## config.mk

```make
export PLATFORM = sky130hd
export DESIGN_NAME = mem_port_arbiter
export DESIGN_NICKNAME = d
export VERILOG_FILES = /design/src/rtl/mem_port_arbiter.sv
export SDC_FILE = /design/constraint.sdc
export NUM_CORES = 1
export LEC_CHECK = 0
export ABC_AREA = 0
export CELL_PAD_IN_SITES_DETAIL_PLACEMENT = 2
export CELL_PAD_IN_SITES_GLOBAL_PLACEMENT = 2
export CORE_AREA = 2 2 270 272
export CTS_CLUSTER_DIAMETER = 200
export CTS_CLUSTER_SIZE = 16
export DETAILED_ROUTE_END_ITERATION = 8
export DIE_AREA = 0 0 272 274
export PLACE_DENSITY_LB_ADDON = 0.08
export RECOVER_POWER = 100
export SKIP_CTS_REPAIR_TIMING = 1
export SLEW_MARGIN = 25
export SYNTH_ARGS = -nofsm -noshare
export SYNTH_HDL_FRONTEND = slang
export SYNTH_SLANG_ARGS = --single-unit
```

## constraint.sdc

```tcl
create_clock -name clk -period 2.4 [get_ports clk]
set_input_delay 0.48 -clock clk [delete_from_list [all_inputs] [get_ports clk]]
set_output_delay 0.48 -clock clk [all_outputs]
set_load 0.02 [all_outputs]
```

## src/rtl/mem_port_arbiter.sv

```systemverilog
`default_nettype none
// ============================================================================
// mem_port_arbiter: shares one pmem port between the I-cache and D-cache miss
// paths. Optional macro MEM_ARB_RR_EN selects round-robin instead of D-first.
// Revision: 1.0
// ============================================================================
module mem_port_arbiter #(
  parameter int ADDR_WIDTH = 16,
  parameter int LINE_WIDTH = 128
) (
  input  logic                  clk,
  input  logic                  rst_n,
  input  logic                  i_read,
  input  logic [ADDR_WIDTH-1:0] i_address,
  output logic                  i_resp,
  output logic [LINE_WIDTH-1:0] i_rdata,
  input  logic                  d_read,
  input  logic                  d_write,
  input  logic [ADDR_WIDTH-1:0] d_address,
  input  logic [LINE_WIDTH-1:0] d_wdata,
  output logic                  d_resp,
  output logic [LINE_WIDTH-1:0] d_rdata,
  output logic                  pmem_read,
  output logic                  pmem_write,
  output logic [ADDR_WIDTH-1:0] pmem_address,
  output logic [LINE_WIDTH-1:0] pmem_wdata,
  input  logic [LINE_WIDTH-1:0] pmem_rdata,
  input  logic                  pmem_resp
);

`ifdef MEM_ARB_RR_EN
  localparam logic c_rr_en = 1'b1;
`else
  localparam logic c_rr_en = 1'b0;
`endif

  typedef enum logic [1:0] {
    IDLE    = 2'd0,
    SERVE_I = 2'd1,
    SERVE_D = 2'd2,
    DONE    = 2'd3
  } state_t;

  state_t                  state_q;
  logic [ADDR_WIDTH-1:0]   addr_q;
  logic [LINE_WIDTH-1:0]   wdata_q;
  logic [LINE_WIDTH-1:0]   line_q;
  logic                    last_grant_d_q;
  logic                    pmem_read_q;
  logic                    pmem_write_q;
  logic                    i_resp_q;
  logic                    d_resp_q;
  logic                    d_req;
  logic                    pick_d;

  // With round-robin, D yields only when I is also pending and D won last time.
  always_comb begin
    d_req  = d_read | d_write;
    pick_d = d_req & (~i_read | ~c_rr_en | ~last_grant_d_q);
  end

  always_ff @(posedge clk or negedge rst_n) begin
    if (!rst_n) begin
      state_q        <= IDLE;
      addr_q         <= '0;
      wdata_q        <= '0;
      line_q         <= '0;
      last_grant_d_q <= 1'b0;
      pmem_read_q    <= 1'b0;
      pmem_write_q   <= 1'b0;
      i_resp_q       <= 1'b0;
      d_resp_q       <= 1'b0;
    end else begin
      case (state_q)
        IDLE: begin
          i_resp_q <= 1'b0;
          d_resp_q <= 1'b0;
          if (pick_d) begin
            state_q      <= SERVE_D;
            addr_q       <= d_address;
            wdata_q      <= d_wdata;
            pmem_write_q <= d_write;
            pmem_read_q  <= ~d_write;
          end else if (i_read) begin
            state_q      <= SERVE_I;
            addr_q       <= i_address;
            wdata_q      <= '0;
            pmem_write_q <= 1'b0;
            pmem_read_q  <= 1'b1;
          end
        end
        SERVE_I, SERVE_D: begin
          if (pmem_resp) begin
            // A writeback returns no line, so the buffer is cleared rather than left stale.
            line_q       <= pmem_read_q ? pmem_rdata : '0;
            pmem_read_q  <= 1'b0;
            pmem_write_q <= 1'b0;
            i_resp_q     <= (state_q == SERVE_I);
            d_resp_q     <= (state_q == SERVE_D);
            state_q      <= DONE;
          end
        end
        DONE: begin
          i_resp_q       <= 1'b0;
          d_resp_q       <= 1'b0;
          last_grant_d_q <= d_resp_q;
          state_q        <= IDLE;
        end
        default: state_q <= IDLE;
      endcase
    end
  end

  assign pmem_read    = pmem_read_q;
  assign pmem_write   = pmem_write_q;
  assign pmem_address = addr_q;
  assign pmem_wdata   = wdata_q;
  assign i_resp       = i_resp_q;
  assign d_resp       = d_resp_q;
  assign i_rdata      = i_resp_q ? line_q : '0;
  assign d_rdata      = d_resp_q ? line_q : '0;

endmodule
`default_nettype wire

```

==> key figures, run 1 <==
Run status
  • Status: finished clean

Clock tree
  • Worst-path clk slew: about 0.09 ns
  • H-tree depth: 1
  • TritonCTS clock tree: built
  • Clock sinks: ~280
  • CTS root buf: clkbuf_16
  • Longest Clk Path Bufs: 3
  • Worst-Skew Late Latency: 0.54 ns
  • CTS buffer count: 21

Setup path
  • Worst flop-to-flop path endpoint: pmem_wdata[48]$_DFFE_PN0P_
  • Worst Setup Start Kind: register
  • Crit path capture: d_rdata[44]
  • Crit. End Element: output port
  • Worst setup startpoint: d_resp$_DFFE_PN0P_
  • CP max FO: 20
  • Reg2Reg Setup Slack: 0.19 ns
  • Critical path class: reg2out
  • Critical path data arrival time: 1.85 ns
  • Worst R2R Path Depth: 6
  • FF-to-FF Start: state_q[0]$_DFFE_PN0P_
  • CP required: 1.92 ns

Synthesis
  • Register area share after synthesis: 56.56%
  • Synth Instances: 1229
  • Synth area leaders: dfrtp_1, and2_1, a22o_1
  • Number of enable flip-flop cells after synthesis: 0
  • Top-area cell type share of the netlist area: 56.56%
  • Synthesized cell area: 12300 um2
  • Distinct cell type count after synthesis: 24
  • Ys async rst share: 100.0%
  • Number of synthesis warnings: 0
  • Avg Inst Size Synth: 10.01 um2
  • Synth Flop Type: dfrtp_1
  • Synthesized flop and latch total: roughly 280
  • Mapped Nets: 1527
  • Cell taking the most area after synthesis: dfrtp_1

Timing
  • Worst-margin pin slew: 1.207 ns
  • Slew headroom: between 10% and 20%
  • Setup TNS: 0 ns
  • Final-report hold violation count: 0
  • Min cycle time layout: 2.331 ns
  • Final setup margin: 0.06921 ns
  • Final Max Tran Viols: 0
  • F_max: between 400 and 500 MHz
  • Layout Skew: 0.02472 ns
  • RSZ-0062 raised after global routing: true
  • Final setup fails: 0
  • Tcrit/Tclk final: just under 100%

Placement
  • Place WS: between 0.2 and 0.25 ns
  • Port bufs: 697
  • DP HPWL: 47710 um
  • Routability congestion estimate: around 0.74

Final layout
  • FILL cells: 7864
  • Most frequent cells in the layout: clkdlybuf4s50_1, nand2_1, dfrtp_1, and2_1, dlymetal6s2s_1
  • Area growth syn-to-layout: 74.79%
  • Register area: 6968 um2
  • Layout Nets: 2184
  • End-of-flow core utilization: 29.87%
  • Commonest non-fill, non-tap cell in the layout: clkdlybuf4s50_1
  • Area of the multi-input gates: 4866 um2
  • Layout cells sized above 1: between 5 and 6%

Die
  • Core box area: 71970 um2
  • I/O pins: approximately 700
  • Die area: 74530 um2
  • DIE WIDTH: between 200 and 300 um
  • Num rows: 99
  • Chip Height: 274 um
  • Initial Utilization: between 10% and 20%

Worst hold path
  • Tightest Hold Check Type: in2reg

Global routing
  • First-pass GRT wire length: 89770 um
  • Initial antenna violation count: 22
  • Vias in the first global route: about 13000
  • GRT Overall Usage: 16.17%
  • Grt total ovfl: 0
  • Pin count of the biggest net entering global routing: 131

Route
  • Total wire length: 64000 um
  • DRC: 0
  • Via count: 11624
  • DR iter-0 viols: between 400 and 500
  • DR vias/cell: between 4 and 5
  • Wire per inst: 22.39 um
  • Antenna Nets Post-Route: 0
  • DRT Pass-1 Iters: 4

Power
  • Maximum VDD drop: about 0.44 mV
  • Pleak: 12.85 nW
  • Pwr per Cell Area: 1052 nW/um2

Flow run
  • Max_cap viols: 0
[cells in the mapped netlist (2+ instances only)]
library cell  number
nand2_1          279
dfrtp_1          278
and2_1           256
o21ai_0          141
a22o_1           128
clkbuf_1          59
buf_2             34
mux2i_1           20
buf_4             10
ha_1               4
o21ai_1            3
a21oi_1            2
inv_1              2
nor2b_1            2
o2bb2ai_1          2
[sequential cells by signal, indices dropped and copies added (netlist names)]
register      count
pmem_wdata      128
pmem_address     16
d_resp            1
line_q          128
pmem_write        1
pmem_read         1
i_resp            1
state_q           2
[worst min path at each step]
stage | to | slack (ns) | from | cells past startpoint
final | line_q[11]$_DFFE_PN0P_ | 0.49 | pmem_rdata[11] | 3
after global routing | line_q[23]$_DFFE_PN0P_ | 0.46 | pmem_rdata[23] | 3
after CTS | line_q[20]$_DFFE_PN0P_ | -0.20 | rst_n | 1
after detailed placement | line_q[20]$_DFFE_PN0P_ | 0.41 | rst_n | 1
after global placement | line_q[21]$_DFFE_PN0P_ | 0.40 | rst_n | 1
after floorplan | d_resp$_DFFE_PN0P_ | 0.18 | rst_n | 0
[worst max-delay path: stages, from the launching register on]
cell and delay, ns:
dfrtp_4 0.54, buf_12 0.15, buf_4 0.14, buf_12 0.15, and2_1 0.16, buf_4 0.16
[layout make-up]
cell class                      instances  share of cell area [%]
Timing Repair Buffer                  738                   36.66
Sequential cell                       278                   32.41
Multi-Input combinational cell        845                   22.63
Tap cell                              959                   5.581
Clock buffer                           24                   2.497
Antenna cell                           11                  0.1280
Clock inverter                          1                 0.05238
Inverter                                2                 0.03492
[kinds of logic (layout without fill, tap and decap cells)]
| family | Yosys count | count (layout) | synth area share, % |
|---|---|---|---|
| compound gates | 279 | 279 | 15.51 |
| fa+ha+maj | 4 | 4 | 0.4069 |
| buf+inv | 106 | 765 | 3.947 |
| flops | 278 | 278 | 56.56 |
| mux | 21 | 21 | 1.719 |
| other cells | 0 | 11 | 0 |
| simple gates | 541 | 541 | 21.85 |
[layer usage]
layer | global-route usage (%) | wire [um] | vias to the layer above
li1 | - | - | 5372
met1 | 18.59 | 25710 | 5776
met2 | 28.71 | 32180 | 395
met3 | 5.789 | 5061 | 61
met4 | 3.485 | 931 | 20
met5 | 0 | 115 | -
[stage by stage]
step                      total power [mW]  hold slack [ns]  area, um2  std cells
final                                22.61           0.4874      21500       2858
after CTS                            23.77          -0.2042      21070       2840
after detailed placement             20.10           0.4103      20520       2815
after global routing                 24.41           0.4559      21490       2855
after floorplan                      13.60           0.1844      12300       1229
after global placement               19.83           0.4001      20520       2815
[report_power, final]
| part | internal [mW] | switching (mW) | leakage (nW) |
|---|---|---|---|
| Sequential | 6.67 | 1.46 | 3.64 |
| Combinational | 4.69 | 6.35 | 8.94 |
| Clock | 1.59 | 1.85 | 0.268 |
| Total | 12.9 | 9.67 | 12.9 |
Power figures use the tool's default switching activity.
==> inputs of run 2 (changes only) <==
--- a/config.mk
+++ b/config.mk
@@ -9,6 +9,7 @@
 export CELL_PAD_IN_SITES_DETAIL_PLACEMENT = 2
 export CELL_PAD_IN_SITES_GLOBAL_PLACEMENT = 2
 export CORE_AREA = 2 2 270 272
+export CTS_BUF_LIST = sky130_fd_sc_hd__clkbuf_8 sky130_fd_sc_hd__clkbuf_16
 export CTS_CLUSTER_DIAMETER = 200
 export CTS_CLUSTER_SIZE = 16
 export DETAILED_ROUTE_END_ITERATION = 8
==> constraint.sdc (replaced) <==
create_clock -name clk -period 2.3 [get_ports clk]
set_input_delay 0.46 -clock clk [delete_from_list [all_inputs] [get_ports clk]]
set_output_delay 0.46 -clock clk [all_outputs]
set_load 0.02 [all_outputs]
==> run 2 against run 1 <==
  * The flow now finishes with violations (negative setup slack)
  * Combinational power is 5% higher
  * Total power is 4.5% higher
  * Die area stayed put
  * Sequential share of layout area is 0.72 points higher
  * First-iteration DRC count is 0.71% higher
  * Sequential power is 4.7% higher
  * Register-to-register slack worse by 0.24 ns
  * Final cell count is 0.28% higher
  * Final area is 2.2% lower
  * Wire length is 0.11% higher
  * Clock power is 4% higher
  * Critical endpoint is now i_rdata[97]
  * Highest routed layer unchanged
==> key figures, run 2 (same netlist as run 1, synthesis figures left out) <==
Setup path
  • CP Cell Sequence: buf_16 > and2_1 > clkdlybuf4s50_1
  • Worst path max stage delay: 0.61 ns (+0.07 ns)
  • Crit. End Element: output port
  • Critical path class: reg2out
  • CP max FO: 50 (+150%)
  • Reg2Reg Setup Slack: -0.05 ns (-0.24 ns)
  • Worst Setup Start Kind: register
  • Slowest-stage cell, CP: clkdlybuf4s50_1
  • Worst path bufs/invs: 2 (-2)
  • Kind of cell adding the most delay to the critical path: buffers and inverters
  • Critical path data arrival time: 2.07 ns (+0.22 ns)
  • CP required: 1.84 ns (-0.08 ns)

Flow run
  • Max_cap viols: 0 (unchanged)

Final layout
  • Commonest non-fill, non-tap cell in the layout: clkdlybuf4s50_1
  • Finished Cell Area: 21030 um2 (-2.2%)
  • Layout cells sized above 1: 9.890% (+4.8 points)
  • Area growth syn-to-layout: 71.02%
  • Post-route insts no fill: 2866 (+0.28%)
  • Most frequent cells in the layout: clkdlybuf4s50_1, nand2_1, dfrtp_1, and2_1, dlygate4sd3_1
  • Layout Nets: 2198 (+0.64%)

Timing
  • F_max: 394.6 MHz
  • Final Max Tran Viols: 0 (unchanged)
  • Final setup margin: -0.2342 ns (-0.3034 ns)
  • Final-report hold violation count: 0 (unchanged)
  • Tcrit/Tclk final: 110.2%
  • Layout Skew: 0.01202 ns (-0.01270 ns)
  • Final setup fails: 88 (+88)
  • RSZ-0062 raised after global routing: true
  • Worst-margin pin slew: 1.278 ns (+0.07140 ns)
  • Min cycle time layout: 2.534 ns
  • Slew headroom: 14.79% (-4.8 points)

Run status
  • Status: complete, but fails checks
  • Failing checks: negative setup slack

Placement
  • DP HPWL: 47890 um (+0.39%)
  • Cell count after placement: 2823 (+0.28%)
  • DP Area: 20670 um2 (+0.73%)
  • Port bufs: 697 (unchanged)
  • Routability congestion estimate: 0.7491 (+1.9%)

Global routing
  • Vias in the first global route: 12835 (+0.54%)
  • Initial antenna violation count: 18 (-18%)
  • Most Crowded Layer GR: met2
  • First-pass GRT wire length: 90030 um (+0.29%)
  • M2 GR Usage: 28.84% (+0.13 points)
  • Met3 usage: 6.603% (+0.81 points)
  • Met1 usage: 18.13% (-0.46 points)
  • Pin count of the biggest net entering global routing: 131 (unchanged)
  • Grt total ovfl: 0 (unchanged)
  • GRT Overall Usage: 16.18% (about the same)

Route
  • DRC: 0 (unchanged)
  • Via count: 11723 (+0.85%)
  • DR iter-0 viols: 427 (+0.71%)
  • DR vias/cell: 4.090 (+0.57%)
  • Antenna Nets Post-Route: 0 (unchanged)
  • Total wire length: 64070 um (+0.11%)
  • Wire per inst: 22.36 um (-0.17%)
  • DRT Pass-1 Iters: 4 (unchanged)

Clock tree
  • Clock sinks: 278 (unchanged)
  • CTS buffer count: 21 (unchanged)
  • Longest Clk Path Bufs: 3 (unchanged)
  • Worst-Skew Late Latency: 0.55 ns (about the same)
  • H-tree depth: 1 (unchanged)
  • Worst-path clk slew: 0.09 ns (about the same)
  • CTS root buf: clkbuf_16
  • TritonCTS clock tree: built

Die
  • Chip Height: 274 um (unchanged)
  • DIE WIDTH: 272 um (unchanged)
  • Die area: 74530 um2 (unchanged)
  • Core box area: 71970 um2 (unchanged)
  • Num rows: 99 (unchanged)
  • I/O pins: 698 (unchanged)
  • Initial Utilization: 17.09% (unchanged)

Worst hold path
  • Tightest Hold Check Type: in2reg

Power
  • Pwr per Cell Area: 1123 nW/um2 (+6.8%)
  • Pwr Total: 23.62 mW (+4.5%)
  • Pleak: 11.29 nW (-12%)
  • Maximum VDD drop: 0.4529 mV (+2.7%)
[run 2: path summary, 6_finish.rpt]
kind                       cells after the start                        start                     endpoint
max                                            3           i_resp$_DFFE_PN0P_                  i_rdata[97]
min                                            3              pmem_rdata[123]      line_q[123]$_DFFE_PN0P_
max reg2reg                                    6       state_q[0]$_DFFE_PN0P_  pmem_wdata[119]$_DFFE_PN0P_
min reg2reg                                    2  pmem_address[3]$_DFFE_PN0P_  pmem_address[3]$_DFFE_PN0P_
max in group asynchronous                      4                        rst_n   pmem_wdata[28]$_DFFE_PN0P_
min in group asynchronous                      2                        rst_n       line_q[20]$_DFFE_PN0P_
[run 2: through the flow]
stage | hold slack [ns] | setup WS [ns] | utilization, % | TNS, ns
after floorplan | 0.1644 | 0.5843 | - | 0
after global placement | 0.3967 | 0.1097 | 28.72 | 0
after detailed placement | 0.4058 | 0.06663 | 28.72 | 0
after CTS | -0.2225 | -0.5692 | 29.48 | -102.66
after global routing | 0.4508 | -0.3689 | 29.22 | -54.87
final | 0.4644 | -0.2342 | 29.23 | -7.806
[run 2: report_power, final]
part	leakage, nW	switching, mW	internal, mW	total [mW]
logic	7.37	6.69	4.84	11.5
registers	3.64	1.55	6.96	8.51
clock network	0.275	1.94	1.64	3.59
[run 2: metal layers]
metal	share of wire [%]	wire length [um]
met1	38	24590
met2	50	32340
met3	8.9	5734
met4	2.0	1265
met5	0.22	141
[run 2: layout make-up]
type	instances	area [um2]
clock inverter	3	23.77
fill	7930	50930
sequential	278	6968
inverter	2	7.507
tap	959	1200
timing repair buffer	752	7427
clock buffer	21	525.5
antenna	6	15.01
multi-input combinational	845	4867
[run 2: worst reg2reg max path, cell delays in order (launching register included)]
cell      delay (ns)
dfrtp_1         0.39
inv_1           0.13
ha_1            0.37
o31ai_4         0.12
clkbuf_2        0.46
clkbuf_4        0.46
a22o_1          0.29
